--- src/rtl/calc_sequencer.sv ---
// calc_sequencer: key-driven operand/operator/execute sequencer with ALU watchdog; define CALC_CHAIN_EN to chain results into operand A
module calc_sequencer #(
  parameter int ALU_TIMEOUT = 64,
  parameter int CNT_W       = 8
) (
  input  logic       clk,
  input  logic       reset,
  input  logic       enter,
  input  logic       clear,
  input  logic       alu_done,
  input  logic       alu_err,
  output logic       load_a,
  output logic       load_op,
  output logic       load_b,
  output logic       alu_start,
  output logic       load_result,
  output logic       chain_a,
  output logic       clear_regs,
  output logic [2:0] state,
  output logic       busy,
  output logic       error
);
  typedef enum logic [2:0] {S_A, S_OP, S_B, S_EXEC, S_WAIT, S_SHOW, S_ERR} state_t;
  localparam logic [CNT_W-1:0] LAST = CNT_W'(ALU_TIMEOUT - 1);
  state_t state_q, state_d;
  logic [CNT_W-1:0] cnt_q, cnt_d;
  logic load_a_q, load_a_d, load_op_q, load_op_d, load_b_q, load_b_d;
  logic alu_start_q, alu_start_d, load_result_q, load_result_d;
  logic chain_a_q, chain_a_d, clear_regs_q, clear_regs_d;
  logic busy_q, busy_d, error_q, error_d;
  // next state and next strobes; clear overrides everything, code 7 falls back to S_A
  always_comb begin
    state_d       = state_q;
    cnt_d         = cnt_q;
    load_a_d      = 1'b0;
    load_op_d     = 1'b0;
    load_b_d      = 1'b0;
    alu_start_d   = 1'b0;
    load_result_d = 1'b0;
    chain_a_d     = 1'b0;
    clear_regs_d  = 1'b0;
    case (state_q)
      S_A:    if (enter) begin load_a_d = 1'b1; state_d = S_OP; end
      S_OP:   if (enter) begin load_op_d = 1'b1; state_d = S_B; end
      S_B:    if (enter) begin load_b_d = 1'b1; state_d = S_EXEC; end
      S_EXEC: begin alu_start_d = 1'b1; state_d = S_WAIT; cnt_d = '0; end
      S_WAIT: begin
        cnt_d = cnt_q + 1'b1;
        if (alu_done) begin
          load_result_d = !alu_err;
          state_d       = alu_err ? S_ERR : S_SHOW;
        end else if (cnt_q == LAST) state_d = S_ERR;
      end
`ifdef CALC_CHAIN_EN
      S_SHOW: if (enter) begin chain_a_d = 1'b1; state_d = S_OP; end
`else
      S_SHOW: if (enter) begin clear_regs_d = 1'b1; state_d = S_A; end
`endif
      S_ERR:  state_d = S_ERR;
      default: state_d = S_A;
    endcase
    if (clear) begin
      {load_a_d, load_op_d, load_b_d, alu_start_d, load_result_d, chain_a_d} = '0;
      clear_regs_d = 1'b1;
      state_d      = S_A;
      cnt_d        = '0;
    end
    busy_d  = (state_d == S_EXEC) || (state_d == S_WAIT);
    error_d = state_d == S_ERR;
  end
  // registered state, counter and outputs; reset yields idle S_A with no strobes
  always_ff @(posedge clk) begin
    if (reset) begin
      state_q       <= S_A;
      cnt_q         <= '0;
      load_a_q      <= 1'b0;
      load_op_q     <= 1'b0;
      load_b_q      <= 1'b0;
      alu_start_q   <= 1'b0;
      load_result_q <= 1'b0;
      chain_a_q     <= 1'b0;
      clear_regs_q  <= 1'b0;
      busy_q        <= 1'b0;
      error_q       <= 1'b0;
    end else begin
      state_q       <= state_d;
      cnt_q         <= cnt_d;
      load_a_q      <= load_a_d;
      load_op_q     <= load_op_d;
      load_b_q      <= load_b_d;
      alu_start_q   <= alu_start_d;
      load_result_q <= load_result_d;
      chain_a_q     <= chain_a_d;
      clear_regs_q  <= clear_regs_d;
      busy_q        <= busy_d;
      error_q       <= error_d;
    end
  end
  assign load_a      = load_a_q;
  assign load_op     = load_op_q;
  assign load_b      = load_b_q;
  assign alu_start   = alu_start_q;
  assign load_result = load_result_q;
  assign chain_a     = chain_a_q;
  assign clear_regs  = clear_regs_q;
  assign state       = state_q;
  assign busy        = busy_q;
  assign error       = error_q;
endmodule

--- config.mk ---
export PLATFORM = sky130hd
export DESIGN_NAME = calc_sequencer
export DESIGN_NICKNAME = d
export VERILOG_FILES = /design/src/rtl/calc_sequencer.sv
export SDC_FILE = /design/constraint.sdc
export NUM_CORES = 1
export LEC_CHECK = 0
export ABC_AREA = 1
export CORE_MARGIN = 2
export CORE_UTILIZATION = 40
export DETAILED_ROUTE_END_ITERATION = 10
export GPL_ROUTABILITY_DRIVEN = 0
export PLACE_DENSITY = 0.63
export SYNTH_ARGS = -nofsm -noshare
export SYNTH_HDL_FRONTEND = slang
export SYNTH_SLANG_ARGS = --single-unit
--- constraint.sdc ---
create_clock -name clk -period 2.7 [get_ports clk]
set_clock_uncertainty 0.05 [all_clocks]
set_input_delay 0.27 -clock clk [delete_from_list [all_inputs] [get_ports clk]]
set_output_delay 0.27 -clock clk [all_outputs]
set_load 0.05 [all_outputs]
# After elaboration in Yosys (flattened, before gate mapping)
# Index checks and enable logic that the tools add are counted.
# totals
register_bits,19
input_bits,6
# classes
n_addsub,1
n_eq_ne,10
n_mux,14
bitwise,5
reduce_logical,9
# ops
operator,count
$mux 3,7
$pmux 3 s7,1
$pmux 8 s2,1
$eq 3x3->1 const B,5
$eq 3x2->1 const B,3
$reduce_or 3->1,3
$add 8x1->8 const B,1
$eq 8x6->1 const B,1
$not 1->1,5
$mux 1,4
$reduce_or 4->1,1
$eq 3x1->1 const B,1
$logic_not 3->1,1
$mux 2,1
$reduce_bool 2->1,1
$reduce_or 2->1,1
$logic_not 1->1,1
$logic_or 1x1->1,1

# Longest topological paths before layout
# depth
word_depth,7
depth_mapped,11
ltp_nobuf,11

# Least setup slack after synthesis
# OpenSTA, ideal clock, no wires.
# synth_timing
path_type,flip-flop to flip-flop
from,reg state_q[2] (netlist: state[2])
to,reg busy_q (netlist: busy)
setup_ns,0.114
t_arrival_ns,1.393
required_ns,2.536
slack_ns,1.143
stages_incl_launch_ff,10
cell_sequence,dfxtp_1 -> inv_2 -> nand2_1 -> nor2_1 -> a21oi_2 -> nand2_1 -> nand3_1 -> nand2_1 -> nand2_1 -> nor2_2
# synth_via
elab_chain_cells,6
elab_cells_between_ends,18
# synth_lines
element,line,source
start: declaration,25,"state_t state_q, state_d;"
start signal: assignment,86,state_q <= state_d;
$mux 3,52,end else if (cnt_q == LAST) state_d = S_ERR;
$mux 3,49,if (alu_done) begin
$pmux 3 s7 *,42,case (state_q)
$mux 3 *,62,if (clear) begin
$eq 3x2->1 or $eq 3x3->1 (tied branches),68,busy_d = (state_d == S_EXEC) || (state_d == S_WAIT);
$logic_or 1x1->1 *,68,
end signal: assignment,95,busy_q <= busy_d;
end: declaration,30,"logic busy_q, busy_d, error_q, error_d;"
# Mark *: on every way between the ends. The rest lies on a longest branch, timed or not.
# A chain may end at the register's enable or synchronous reset.

# Final worst setup path
# layout_timing
from,reg state_q[0] (netlist: state[0])
to,out state[0]
# layout_lines
element,line,source
end: declaration,19,"output logic [2:0] state,"
# No word-level cell between the ends.

==> out/metrics.cfg <==
[status]
outcome=finished clean

[final_layout]
drive_above_1_share_pct=12.9
fillCellCount=226
n_antenna_cell=0
areaGrowthSynthToFinish_pct=23.8
instances_no_fill=167
layout.nets=147
largest_register_ffs=8
final_cell_area_sq_um=1110
regMostFlops=cnt_q

[timing]
setup_viol=0
drv_slew=0
finalSetupTns_ns=0
rsz0062_at_grt=false
finalHoldViolCount=0
period_needed_ns=2.01
fmaxAchievable_ghz=0.498
tightest_slew_ns=0.506
max_slew_margin_pct=66.2
layout_worst_path_cycle_share_pct=74.4

[hold_path]
worstHoldPathType=flop to flop

[clocking]
path_clk_slew_ns=0.11
cts.hold.buffers_added=0
cts_tree=done
clk_latency_ns=0.30
cts_made_buffers=3
clock_sinks=19
clockBufferDepth=2
cts_root_buffer=clkbuf_4
cts_setup_buffers=0
htreeDepth=1
cts_resized=0

[routing]
wire_per_inst_um=11.0
post-route-drc-count=0
drt_iter0_markers=33
firstDrtPassIters=4
via_per_inst=4.77
ant_nets=0
vias=797
drt_wl_total_mm=1.83

[global_routing]
grt-ovfl-total=0
grt_pass1_wl_mm=2.98
first_global_vias=708
antenna_found_initial=0
grt_max_degree=11
grt_util_all_layers_pct=15.2

[yosys]
synth.avg_cell_area_sq_um=7.49
netlist_area_sq_um=898
syn-num-nets=127
yosys.area.top_type=dfxtp_1
ys_top_cells_by_area=dfxtp_1, nand2_1, nor2_1, inv_1, a21oi_1
yosysUniqueCellTypes=27
ys_seq_area_share_pct=42.3
yosysTopAreaCellShare_pct=42.3
yosys_register_bits=19
synthFlopType=dfxtp_1
synth_edf_count=0
syn_inst=120
async_flop_share_pct=0
ys_warn_count=0

[worst_setup_path]
cp_slowest_stage_delay_ns=0.87
cp-start-kind=flop
critPathMaxFanout=7
end_kind=output pin
timing.setup.critical_path_class=flop to output pin
slowest_stage=clkdlybuf4s50_1
critPathTopFamily=buffers and inverters
worstPathArrival_ns=1.69
worstPathBufferInverterCount=1
worstPathCellList=clkdlybuf4s50_1
required_ns=2.38

[job]
max-cap-violations=0

[placement]
dp_hpwl_mm=1.41
portBuffers=16
place_area_sq_um=1090
place_inst=163

[floorplanning]
dieWidth_um=51.4
chipHeight_um=51.4
core-area_sq_um=2170
pin_count=18
die-area_sq_um=2640
initial_core_util_pct=41.4
row_count=17

[pwr]
ir_worst_vdd_v=0.000374
power.density_nw_per_um2=437
leakage_uw=0.000427

## path summary, 6_finish.rpt
path	from	endpoint	slack, ns	cells past startpoint
max	state[0]	state[0]	0.69	1
max reg2reg	cnt_q[0]	busy	1.24	10
min	cnt_q[1]	cnt_q[1]	0.44	2
min reg2reg	cnt_q[1]	cnt_q[1]	0.44	2
## tightest hold or removal path, stage by stage, from the launching register on
cell	delay, ns
dfxtp_1	0.34
nand2_1	0.07
a21oi_1	0.05
## logic make-up (layout without fill, tap and decap cells)
family | Yosys count | after routing | share of synthesized area [%]
and+or+nand+nor | 62 | 62 | 32.9
AOI/OAI and AO/OA | 19 | 19 | 14.2
DFF | 19 | 19 | 42.3
buffers and inverters | 18 | 37 | 8.77
adders and majority gates | 1 | 1 | 1.39
other | 1 | 1 | 0.417
## placed cells by master, fill, tap and decap left out, types with 3 or more instances in the layout
master / instances
a21oi_1: 8
nand2_1: 25
inv_1: 12
nor2_1: 16
inv_4: 3
clkbuf_4: 3
dfxtp_1: 19
nand3_1: 8
clkdlybuf4s50_1: 16
nor3_1: 3
## metal layers
metal / wire (um) / global-route usage, % / share of wire [%]
met2: 799 / 22.0 / 44
met1: 918 / 20.9 / 50
met5: 0 / 0 / 0
met3: 82 / 3.51 / 4.5
met4: 33 / 7.89 / 1.8
## area by class of cell
type	instances	area [sq um]	area share (%)
multi-input cells	83	439	39.5
inverters	17	71.3	6.41
well taps	28	35.0	3.15
flip-flops and latches	19	380	34.2
repair buffers	16	160	14.4
clock buffers	4	26.3	2.36
## synthesized netlist by cell type, types with 2 or more instances
cell	instances
nand2_1	25
dfxtp_1	19
nor2_1	16
inv_1	12
a21oi_1	8
nand3_1	8
inv_4	3
nor3_1	3
a211oi_1	2
a22oi_1	2
inv_2	2
nand2_2	2
nand4_1	2
nor2_2	2
nor3_2	2
## power by group
group / switching (uW) / internal [uW] / total (uW) / leakage (uW)
Sequential: 2.97 / 283 / 286 / 0.000154
Combinational: 33.0 / 17.5 / 50.5 / 0.000259
Clock: 91.3 / 57.6 / 149 / 0.0000150
## stage by stage
stage	util [%]	worst slack [ns]	hold WS, ns	total power [uW]
2_1_floorplan	-	1.14	0.289	325
3_3_place_gp	50.1	1.03	0.424	343
3_5_place_dp	50.1	1.03	0.429	343
4_1_cts	51.3	0.682	0.445	493
5_1_grt	51.3	0.634	0.478	510
6_report	51.3	0.692	0.441	486
Note: power is estimated with default switching activity, not from simulation.
==> patch 1: new RTL, same flow settings <==
Make the reset (`reset`) asynchronous in one clocked block.
--- a/src/rtl/calc_sequencer.sv
+++ b/src/rtl/calc_sequencer.sv
@@ -69,7 +69,7 @@
     error_d = state_d == S_ERR;
   end
   // registered state, counter and outputs; reset yields idle S_A with no strobes
-  always_ff @(posedge clk) begin
+  always_ff @(posedge clk or posedge reset) begin
     if (reset) begin
       state_q       <= S_A;
       cnt_q         <= '0;
Check against the original RTL: differs if reset is asserted again (counterexample within 4 cycles, from zero or initial values and one cycle with reset high); with reset held inactive, the same outputs for 10 cycles.
==> patch 1 against the unedited design <==
Combinational power rose by 79%; first-iteration DRC count is 79% lower; wire length shrank 6.1%; setup slack improved by 0.077 ns; count of clock-buffer cells in the layout is the same; cell area grew 3.3%; total power up 8.4%; area after synthesis rose by 4.0%; sequential cell count unchanged; critical path type unchanged.
==> patch 1: results (changes against the unedited design) <==
stage	metric	value	unit	change
final_layout	multi-input logic area	354.1	um2	-19%
detailed_routing	vias per cell	4.766		-0.14%
timing	worst rel slew slack	52.45	%	-14 points
final_layout	Clock buf/inv share	2.288	%	-0.075 points
critical_path	r2r setup slk	1.27	ns	+0.03 ns
critical_path	Worst Path Arrival	1.61	ns	-0.08 ns
timing	period utilization	71.50	%	-2.9 points
global_routing	largest net degree at the start of global routing	20		+9
logic_synthesis	dominant synthesized flop cell	dfrtp_1		
logic_synthesis	syn_nets	118		-7.1%
final_layout	Fill cells	233		+3.1%
final_layout	nets	138		-6.1%
timing	hold_ws	0.3305	ns	-0.1105 ns
final_layout	Reg area	475.5	um2	+25%
critical_path	Crit path max-delay family	buffers and inverters		
critical_path	Worst path max stage delay	0.84	ns	-0.03 ns
logic_synthesis	Post-synth top cells	nand2_1 (20), dfrtp_1 (19), inv_1 (18)		
logic_synthesis	post-synthesis sequential area ratio	50.87	%	+8.5 points
detailed_routing	1st-iter DRT viols	7		-79%
final_layout	Non-clk invs	26		+9
critical_path	CP max FO	6		-1
placement	worst setup slack after placement	1.093	ns	+0.05874 ns
run_status	status	completed		
global_routing	overall routing resource usage	15.71	%	+0.47 points
logic_synthesis	Distinct cells, synth	22		-19%
final_layout	multi-input gates	65		-22%
global_routing	number of global-route vias before repair	738		+4.2%
final_layout	Data buffer area share	13.94	%	-0.45 points
worst_hold_path	min-delay worst type	in -> async		
power_and_ir_drop	Net Sw Frac	28.49	%	+2.3 points
power_and_ir_drop	peak supply drop	256.5	uV	-31%
logic_synthesis	complex-gate fraction of the synthesized area	10.04	%	-4.2 points
logic_synthesis	Synth Area in Adders	1.339	%	-0.054 points
logic_synthesis	mux cell area share after synthesis	1.071	%	+1.1 points
logic_synthesis	Async S/R FF share, synth	100.0	%	+100 points
detailed_routing	metal3 WL	40	um	-51%
placement	hpwl dp	1.368	mm	-3.2%
global_routing	global-route wire length before repair	3.091	mm	+3.7%
logic_synthesis	Synth area leaders	dfrtp_1 (51%), nand2_1 (8.0%), inv_1 (7.2%)		
logic_synthesis	xor and xnor area share after synthesis	0.9371	%	+0.94 points
global_routing	initial antenna violation count	0		unchanged
detailed_routing	routed wire length	1.722	mm	-6.1%
detailed_routing	met2 WL	901	um	+13%
final_layout	share of cells above drive strength 1	14.62	%	+1.7 points
==> patch 1: changes by cell type after synthesis, moves of 3 or more <==
cell	change
inv_4	-3
o21ai_1	+7
o22ai_1	+4
dfrtp_1	+19
nand3_2	+3
a21oi_1	-7
nand2_1	-5
dfxtp_1	-19
nor2_1	-8
inv_2	+6
inv_1	+6
==> patch 1: power groups by stage <==
stage / logic [W] / clock network [W] / registers, W
2_1_floorplan: 0.0000393 / 0 / 0.000326
5_1_grt: 0.0000985 / 0.000161 / 0.000298
6_report: 0.0000903 / 0.000138 / 0.000297
3_3_place_gp: 0.0000906 / 0 / 0.000303
3_5_place_dp: 0.0000912 / 0 / 0.000303
4_1_cts: 0.0000914 / 0.000149 / 0.000298
==> patch 1: path summary, 6_finish.rpt <==
kind,from,endpoint,depth (start not counted)
hold / removal,reset,cnt_q[6]$_DFFE_PP0P_,2
setup / recovery,state[1]$_DFF_PP0_,state[1],1
hold reg to reg,cnt_q[0]$_DFFE_PP0P_,cnt_q[0]$_DFFE_PP0P_,1
setup reg to reg,cnt_q[0]$_DFFE_PP0P_,busy$_DFF_PP0_,10
min in group clk,cnt_q[0]$_DFFE_PP0P_,cnt_q[0]$_DFFE_PP0P_,1
max in group asynchronous,reset,cnt_q[1]$_DFFE_PP0P_,2
==> patch 1: stage by stage <==
stage | utilization (%) | cell area [um2] | instances
detailed placement | 50.74 | 1122 | 154
floorplan | - | 934.6 | 111
global route | 51.92 | 1149 | 158
global placement | 50.74 | 1122 | 154
CTS | 51.92 | 1149 | 158
finish | 51.92 | 1149 | 158
==> patch 1: per-layer routing <==
layer	GRT usage, %	vias to the layer above
li1	-	385
met2	26.67	8
met1	18.40	358
met5	0	-
met4	7.692	0
met3	3.714	2
==> patch 2: new RTL, config.mk and constraints unchanged <==
Without the edit above. `CNT_W`: 8 -> 12.
--- a/src/rtl/calc_sequencer.sv
+++ b/src/rtl/calc_sequencer.sv
@@ -1,7 +1,7 @@
 // calc_sequencer: key-driven operand/operator/execute sequencer with ALU watchdog; define CALC_CHAIN_EN to chain results into operand A
 module calc_sequencer #(
   parameter int ALU_TIMEOUT = 64,
-  parameter int CNT_W       = 8
+  parameter int CNT_W       = 12
 ) (
   input  logic       clk,
   input  logic       reset,
Function: no difference found for any inputs over 10 cycles, from zero or initial values and one cycle with reset high; that may be too few to reach the edited logic, so the function may still have changed.
==> patch 2 against the unedited design <==
Sequential cell count up 4; synthesized cell count up 22%; non-clock buffer count stayed put; setup slack got worse by 0.10 ns; wire length up 25%; total power increased by 15%; worst hold slack better by 0.0089 ns; die area is 28% higher; cell count up 15%; combinational power up 1%; cell area up 21%; area after synthesis increased by 30%; critical path type unchanged; largest cell class unchanged; largest power group unchanged.
==> patch 2: results (changes against the unedited design) <==
stage	metric	value	unit	change
power_and_ir_drop	Pleak	0.4784	nW	+12%
final_layout	Largest register FFs	12		+4
logic_synthesis	Distinct cells, synth	32		+19%
power_and_ir_drop	peak supply drop	267.1	uV	-29%
critical_path	Worst Path Arrival	1.79	ns	+0.10 ns
global_routing	global-route wire length before repair	4.008	mm	+34%
run_status	status	completed		
critical_path	Worst path max stage delay	0.88	ns	
worst_hold_path	min-delay worst type	reg -> reg		
logic_synthesis	Synth warnings	0		unchanged
placement	placed insts	188		+15%
cts	cts bufs inserted	3		unchanged
global_routing	overall routing resource usage	15.46	%	+0.22 points
global_routing	met1 usage	21.49	%	+0.55 points
cts	clock root cell	clkbuf_4		
final_layout	Fill cells	272		+20%
logic_synthesis	Post-synth top cells	nand2_1 (33), dfxtp_1 (23), nor2_1 (14)		
placement	hpwl dp	1.677	mm	+19%
detailed_routing	routed wire length	2.290	mm	+25%
detailed_routing	vias per cell	5.214		+9.2%
global_routing	met3 Track Usage GR	2.679	%	-0.83 points
logic_synthesis	syn_nets	153		+20%
cts	Reg clk slew, reported paths	0.13	ns	+0.02 ns
final_layout	share of cells above drive strength 1	19.25	%	+6.3 points
global_routing	largest net degree at the start of global routing	17		+6
critical_path	CP max FO	8		+1
detailed_routing	Via Count	1001		+26%
timing	worst rel slew slack	53.09	%	-13 points
logic_synthesis	post-synthesis sequential area ratio	39.32	%	-3.0 points
global_routing	number of global-route vias before repair	886		+25%
cts	clock buffer depth	2		unchanged
global_routing	met2 Resource Use GR	23.38	%	+1.4 points
detailed_routing	1st-iter DRT viols	65		+97%
logic_synthesis	Synth area leaders	dfxtp_1 (39%), nand2_1 (11%), nor2_4 (4.8%)		
final_layout	nets	169		+15%
cts	CTS-repair resized insts	0		unchanged
critical_path	Worst path slowest cell	clkdlybuf4s50_1		
critical_path	Crit path max-delay family	buffers and inverters		
final_layout	ANT cells	0		unchanged
logic_synthesis	Syn Area/Cell	8.021	um2	+7.1%
-- patch 2: final cells by class --
class	instances	share of cell area, %
sequential	23	34.07
timing repair buffer	16	11.85
inverter	14	3.889
tap	31	2.870
multi-input combinational	104	45.28
clock buffer	3	1.667
clock inverter	1	0.3704
-- patch 2: report_power, final --
part / switching [W] / internal, W / total (W)
Clock: 0.000105 / 0.0000554 / 0.000161
Sequential: 0.00000359 / 0.000342 / 0.000346
Combinational: 0.0000344 / 0.0000167 / 0.0000511
Total: 0.000143 / 0.000414 / 0.000558
-- patch 2: worst paths after layout --
check | from | end | slack (ns) | cells past startpoint
max reg2reg | state[1]$_SDFF_PP0_ | cnt_q[10]$_SDFFE_PP0N_ | 0.99 | 4
min | cnt_q[10]$_SDFFE_PP0N_ | cnt_q[10]$_SDFFE_PP0N_ | 0.45 | 2
max | state[1]$_SDFF_PP0_ | state[1] | 0.59 | 1
min reg2reg | cnt_q[10]$_SDFFE_PP0N_ | cnt_q[10]$_SDFFE_PP0N_ | 0.45 | 2
-- patch 2: through the flow --
step	setup slack, ns	instance area [um2]	utilization, %
2_1_floorplan	1.107	1171	-
3_3_place_gp	0.9845	1324	48.00
3_5_place_dp	0.9596	1324	48.00
4_1_cts	0.5893	1351	49.00
5_1_grt	0.5225	1351	49.00
6_report	0.5925	1351	49.00
-- patch 2: per-layer routing --
metal  wire [um]  share of wire (%)
met1        1105                 48
met2        1034                 45
met3         107                4.7
met4          42                1.8
met5           0                  0
-- patch 2: cell families after synthesis --
| group | synth area share (%) |
|---|---|
| flip-flops | 39.32 |
| adder cells (fa/ha/maj) | 1.068 |
| other | 0.3202 |
| buffers and inverters | 8.440 |
| AND/OR/NAND/NOR | 34.94 |
| AO/OA/AOI/OAI | 15.92 |
